==> src/rtl/rr_mux4.sv <==
// rr_mux4: four-channel round-robin merge onto one registered stream.
// Output beats carry the source index on {S2,S1} for a matching demux.
module rr_mux4 #(
  parameter int WIDTH = 1
) (
  input  logic             clk,
  input  logic             rst_n,
  input  logic [4*WIDTH-1:0] in_data,
  input  logic [3:0]       in_valid,
  output logic [3:0]       in_ready,
  output logic [WIDTH-1:0] Y,
  output logic             S1,
  output logic             S2,
  output logic             out_valid,
  input  logic             out_ready
);

  logic [1:0] last_grant;
  logic [1:0] gnt;
  logic [1:0] idx;
  logic       any;
  logic       can_load;
  logic       load;

  // Rotating search: first valid channel after the last winner.
  always_comb begin
    gnt = last_grant;
    any = 1'b0;
    idx = last_grant;
    for (int k = 1; k <= 4; k++) begin
      idx = last_grant + 2'(k);
      if (!any && in_valid[idx]) begin
        any = 1'b1;
        gnt = idx;
      end
    end
  end

  assign can_load = !out_valid || out_ready;
  assign load     = rst_n && can_load && any;

  // One-hot ready only for the winner, and only when the slot can take it.
  always_comb begin
    in_ready = 4'b0000;
    if (load) in_ready = 4'b0001 << gnt;
  end

  // Output slot: load replaces, consume empties, stall holds.
  always_ff @(posedge clk or negedge rst_n) begin
    if (!rst_n) begin
      out_valid  <= 1'b0;
      Y          <= '0;
      S1         <= 1'b0;
      S2         <= 1'b0;
      last_grant <= 2'd3;
    end else if (load) begin
      out_valid  <= 1'b1;
      Y          <= in_data[int'(gnt)*WIDTH +: WIDTH];
      S1         <= gnt[0];
      S2         <= gnt[1];
      last_grant <= gnt;
    end else if (out_ready) begin
      out_valid  <= 1'b0;
    end
  end

endmodule

==> config.mk <==
export PLATFORM = sky130hd
export DESIGN_NAME = rr_mux4
export DESIGN_NICKNAME = d
export VERILOG_FILES = /design/src/rtl/rr_mux4.sv
export SDC_FILE = /design/constraint.sdc
export NUM_CORES = 1
export LEC_CHECK = 0
export BUFFER_PORTS_ARGS = -buffer_cell sky130_fd_sc_hd__buf_2
export CELL_PAD_IN_SITES_DETAIL_PLACEMENT = 1
export CELL_PAD_IN_SITES_GLOBAL_PLACEMENT = 1
export CORE_AREA = 10 10 47 49
export DETAILED_ROUTE_END_ITERATION = 10
export DIE_AREA = 0 0 57 59
export HOLD_SLACK_MARGIN = 0.02
export PLACE_DENSITY = 0.77
export SYNTH_ARGS = -nofsm -noshare
export SYNTH_HDL_FRONTEND = slang
export SYNTH_SLANG_ARGS = --single-unit
==> constraint.sdc <==
create_clock -name clk -period 4 [get_ports clk]
set_input_delay 0.4 -clock clk [delete_from_list [all_inputs] [get_ports clk]]
set_output_delay 0.4 -clock clk [all_outputs]
set_load 0.01 [all_outputs]
==> impl_results.html <==
<table>
<tr><th>Metric</th><th>Value</th></tr>
<tr><th colspan="2">Route</th></tr>
<tr><td>Drt drc</td><td>0</td></tr>
<tr><td>Routed vias/inst</td><td>roughly 5.1</td></tr>
<tr><td>Detailed-route wire length</td><td>1.18 mm</td></tr>
<tr><td>Remaining antenna violation count</td><td>0</td></tr>
<tr><td>Via count</td><td>384</td></tr>
<tr><td>Detailed-routing iteration count for the pre-antenna-repair pass</td><td>2</td></tr>
<tr><td>Drt first-iter violations</td><td>3</td></tr>
<tr><td>Mean routed wirelength per cell</td><td>15.6 um</td></tr>
<tr><th colspan="2">Synth</th></tr>
<tr><td>Dominant cells by area after synthesis</td><td>dfrtp_1 25%, dfstp_2 13%, o21a_1 7.5%, a221oi_4 6.5%, mux2i_1 5.0%</td></tr>
<tr><td>Yosys reg bits</td><td>6</td></tr>
<tr><td>Synth Instances</td><td>39</td></tr>
<tr><td>Count of flip-flops with a built-in enable after synthesis</td><td>0</td></tr>
<tr><td>Net count of the mapped netlist</td><td>50</td></tr>
<tr><td>Post-synthesis cell type count</td><td>24</td></tr>
<tr><td>Synthesized area per cell</td><td>between 10 and 15 um^2</td></tr>
<tr><td>Main synth FF type</td><td>dfrtp_1</td></tr>
<tr><td>Area of the mapped netlist</td><td>roughly 400 um^2</td></tr>
<tr><td>Area fraction of the dominant cell type after synthesis</td><td>24.8%</td></tr>
<tr><td>Share of the yosys chip area belonging to registers</td><td>between 30% and 40%</td></tr>
<tr><td>Cell type with the largest total area after synthesis</td><td>dfrtp_1</td></tr>
<tr><td>Yosys warning count</td><td>0</td></tr>
<tr><td>Most used standard cells in the synthesized netlist</td><td>4 x dfrtp_1, 4 x nor2_1, 4 x o21a_1</td></tr>
<tr><td>Async SR Flop Fraction</td><td>100%</td></tr>
<tr><th colspan="2">STA</th></tr>
<tr><td>Unrepaired setup endpoints after global routing</td><td>no</td></tr>
<tr><td>Measured slew at the worst slew-check pin</td><td>roughly 0.53 ns</td></tr>
<tr><td>Post-route worst hold slack</td><td>~0.36 ns</td></tr>
<tr><td>Peak clock frequency supported by timing</td><td>388 MHz</td></tr>
<tr><td>Final setup viols</td><td>0</td></tr>
<tr><td>Shortest clock period the worst path allows after layout</td><td>~2.6 ns</td></tr>
<tr><td>Slew Limit Fails</td><td>0</td></tr>
<tr><td>Final Cycle Share</td><td>roughly 64%</td></tr>
<tr><td>Setup TNS Final</td><td>0 ns</td></tr>
<tr><td>Relative slew slack</td><td>around 65%</td></tr>
<tr><td>Final count of hold timing violations</td><td>0</td></tr>
<tr><td>Clk_skew</td><td>a little over 0.004 ns</td></tr>
<tr><th colspan="2">Clocking</th></tr>
<tr><td>H-tree level count</td><td>1</td></tr>
<tr><td>Clock Tree Root</td><td>clkbuf_4</td></tr>
<tr><td>Clock transition time at the flip-flop clock pins of the worst setup and hold paths</td><td>~0.040 ns</td></tr>
<tr><td>Buffers from clock root to sink, at most</td><td>2</td></tr>
<tr><td>Setup Fix Bufs, Post-CTS</td><td>0</td></tr>
<tr><td>TritonCTS clock tree</td><td>yes</td></tr>
<tr><td>Clock sink total</td><td>6</td></tr>
<tr><td>Cts bufs inserted</td><td>3</td></tr>
<tr><td>Clock latency at the later pin of the worst-skew pair</td><td>0.25 ns</td></tr>
<tr><th colspan="2">Final layout</th></tr>
<tr><td>Area Overhead vs Synth</td><td>32.6%</td></tr>
<tr><td>Post-layout utilization of the core</td><td>approximately two fifths</td></tr>
<tr><td>Sequential cell area</td><td>about 150 um^2</td></tr>
<tr><td># nets final</td><td>73</td></tr>
<tr><td># diodes</td><td>0</td></tr>
<tr><td>Combined area of the multi-input logic cells</td><td>about 230 um^2</td></tr>
<tr><td>Proportion of layout cells with a drive suffix above 1</td><td>roughly 50%</td></tr>
<tr><td>Final instance count without filler cells</td><td>76</td></tr>
<tr><td>Final standard cell area without fillers</td><td>about 530 um^2</td></tr>
<tr><td>Filler Cells Inserted</td><td>approximately 180</td></tr>
<tr><th colspan="2">Critical path</th></tr>
<tr><td>Class of the most critical setup path</td><td>in -&gt; out</td></tr>
<tr><td>Arrival time reported for the critical path endpoint</td><td>about 2.2 ns</td></tr>
<tr><td>Reg-to-reg startpoint</td><td>last_grant[1]</td></tr>
<tr><td>Worst reg2reg path depth</td><td>4</td></tr>
<tr><td>Origin of the worst setup path</td><td>rst_n</td></tr>
<tr><td>Startpoint type of the worst setup path</td><td>input port</td></tr>
<tr><td>Worst Path Max Fanout</td><td>8</td></tr>
<tr><td>Critical path capture point type</td><td>primary output</td></tr>
<tr><td>Required time of the worst setup path</td><td>between 3 and 4 ns</td></tr>
<tr><td>Worst reg2reg setup slack</td><td>between 2 and 2.5 ns</td></tr>
<tr><td>Reg-to-Reg End</td><td>Y</td></tr>
<tr><th colspan="2">Place</th></tr>
<tr><td>Placed instance count</td><td>about 70</td></tr>
<tr><td>Cell Area, Placed</td><td>between 500 and 600 um^2</td></tr>
<tr><td>Count of input and output buffers</td><td>18</td></tr>
<tr><td>Estimated wirelength of the detail-placed design</td><td>1.02 mm</td></tr>
<tr><td>Final Wtd Congestion</td><td>just under 0.7</td></tr>
<tr><th colspan="2">Pwr</th></tr>
<tr><td>Power density over the cells</td><td>between 500 and 600 mW/mm^2</td></tr>
<tr><td>Static Leakage</td><td>approximately 0.27 nW</td></tr>
<tr><td>Maximum resistive drop on vdd</td><td>around 0.21 mV</td></tr>
<tr><th colspan="2">Global route</th></tr>
<tr><td>Tot GR Track Use</td><td>7.38%</td></tr>
<tr><td>Met1 usage in global routing</td><td>under 10%</td></tr>
<tr><td>Initial antenna violation count</td><td>0</td></tr>
<tr><td>Total congestion overflow</td><td>0</td></tr>
<tr><td>Fraction of met3 tracks used by global routing</td><td>under 10%</td></tr>
<tr><td>Global routing usage on met2</td><td>between 10% and 20%</td></tr>
<tr><td>Global-route wire length before repair</td><td>~1.9 mm</td></tr>
<tr><td>Via count of the first global-routing pass</td><td>430</td></tr>
<tr><td>Most used routing layer</td><td>met2</td></tr>
<tr><td>Pin count of the biggest net entering global routing</td><td>9</td></tr>
<tr><th colspan="2">Run status</th></tr>
<tr><td>Status</td><td>finished clean</td></tr>
<tr><th colspan="2">Floorplan</th></tr>
<tr><td>Effective utilization at floorplan</td><td>28.7%</td></tr>
<tr><td>Core area</td><td>~0.0014 mm^2</td></tr>
<tr><td>Die Width</td><td>between 50 and 60 um</td></tr>
<tr><td>Number of rows in the core area</td><td>14</td></tr>
<tr><td>Die outline area</td><td>between 0.003 and 0.004 mm^2</td></tr>
<tr><td>I/O Pins</td><td>19</td></tr>
<tr><td>Die boundary height</td><td>59 um</td></tr>
<tr><th colspan="2">Hold path</th></tr>
<tr><td>Worst min-delay path startpoint</td><td>out_ready</td></tr>
<tr><td>End point of the worst hold path</td><td>out_valid</td></tr>
<tr><td>Instance count along the most critical hold path</td><td>2</td></tr>
<tr><td>Worst min-delay path class</td><td>in -&gt; reg</td></tr>
<tr><th colspan="2">Run</th></tr>
<tr><td>Max Cap Viol</td><td>0</td></tr>
</table>
## worst max path at each step
stage,to,depth (start not counted)
floorplan,in_ready[0],5
global placement,in_ready[0],6
detailed placement,in_ready[0],6
CTS,in_ready[0],7
global route,in_ready[0],7
finish,in_ready[0],7
## cells by family (layout without fill, tap and decap cells)
| kind of cell | Yosys count | count (layout) | share of synthesized area [%] |
|---|---|---|---|
| flops | 6 | 6 | 37.9 |
| compound gates | 13 | 13 | 28.9 |
| mux | 3 | 3 | 8.69 |
| simple gates | 13 | 13 | 18.9 |
| buf+inv | 4 | 25 | 5.59 |
## metrics by stage
step / setup slack, ns / total power, mW
after CTS: 1.36 / 0.277
after floorplan: 2.20 / 0.181
final: 1.42 / 0.270
after detailed placement: 1.90 / 0.218
after global placement: 1.92 / 0.210
after global routing: 1.14 / 0.293
## placed cells by master (no fill, tap or decap), drive strengths merged, types with 2 or more instances in the layout
| master | count |
|---|---|
| a21oi | 2 |
| buf | 18 |
| clkbuf | 3 |
| dfrtp | 4 |
| dfstp | 2 |
| inv | 3 |
| mux2i | 2 |
| nand2 | 2 |
| nor2 | 4 |
| o21a | 4 |
## sequential cells by signal (all words and copies together) (netlist names)
register    flops
last_grant      2
S1              1
S2              1
Y               1
out_valid       1
## final cells by class
| type | count | share of cell area [%] |
|---|---|---|
| Multi-Input combinational cell | 29 | 42.6 |
| Sequential cell | 6 | 28.6 |
| Timing Repair Buffer | 19 | 18.7 |
| Clock buffer | 3 | 4.22 |
| Tap cell | 16 | 3.75 |
| Inverter | 3 | 2.11 |
## critical path: stages
cell	delay [ns]
dlygate4sd3_1	0.51
buf_2	0.19
o41ai_1	0.11
a21oi_1	0.44
nand2_1	0.23
nor2_1	0.14
buf_2	0.15
## what timing repair did
| item | CTS | global route |
|---|---|---|
| gates resized for setup | 0 | 0 |
| endpoints found under the hold margin | 4 | 0 |
| hold buffers | 1 | 0 |
## layer usage
metal  wire [um]  vias up
met2         671        9
met4           6        0
li1            -      186
met1         439      187
met5           0        -
met3          66        2
## report_power, final
group | internal [mW] | switching (mW)
sequential | 0.0830 | 0.0168
combinational | 0.0590 | 0.0556
clock | 0.0339 | 0.0217
Power figures use the tool's default switching activity.
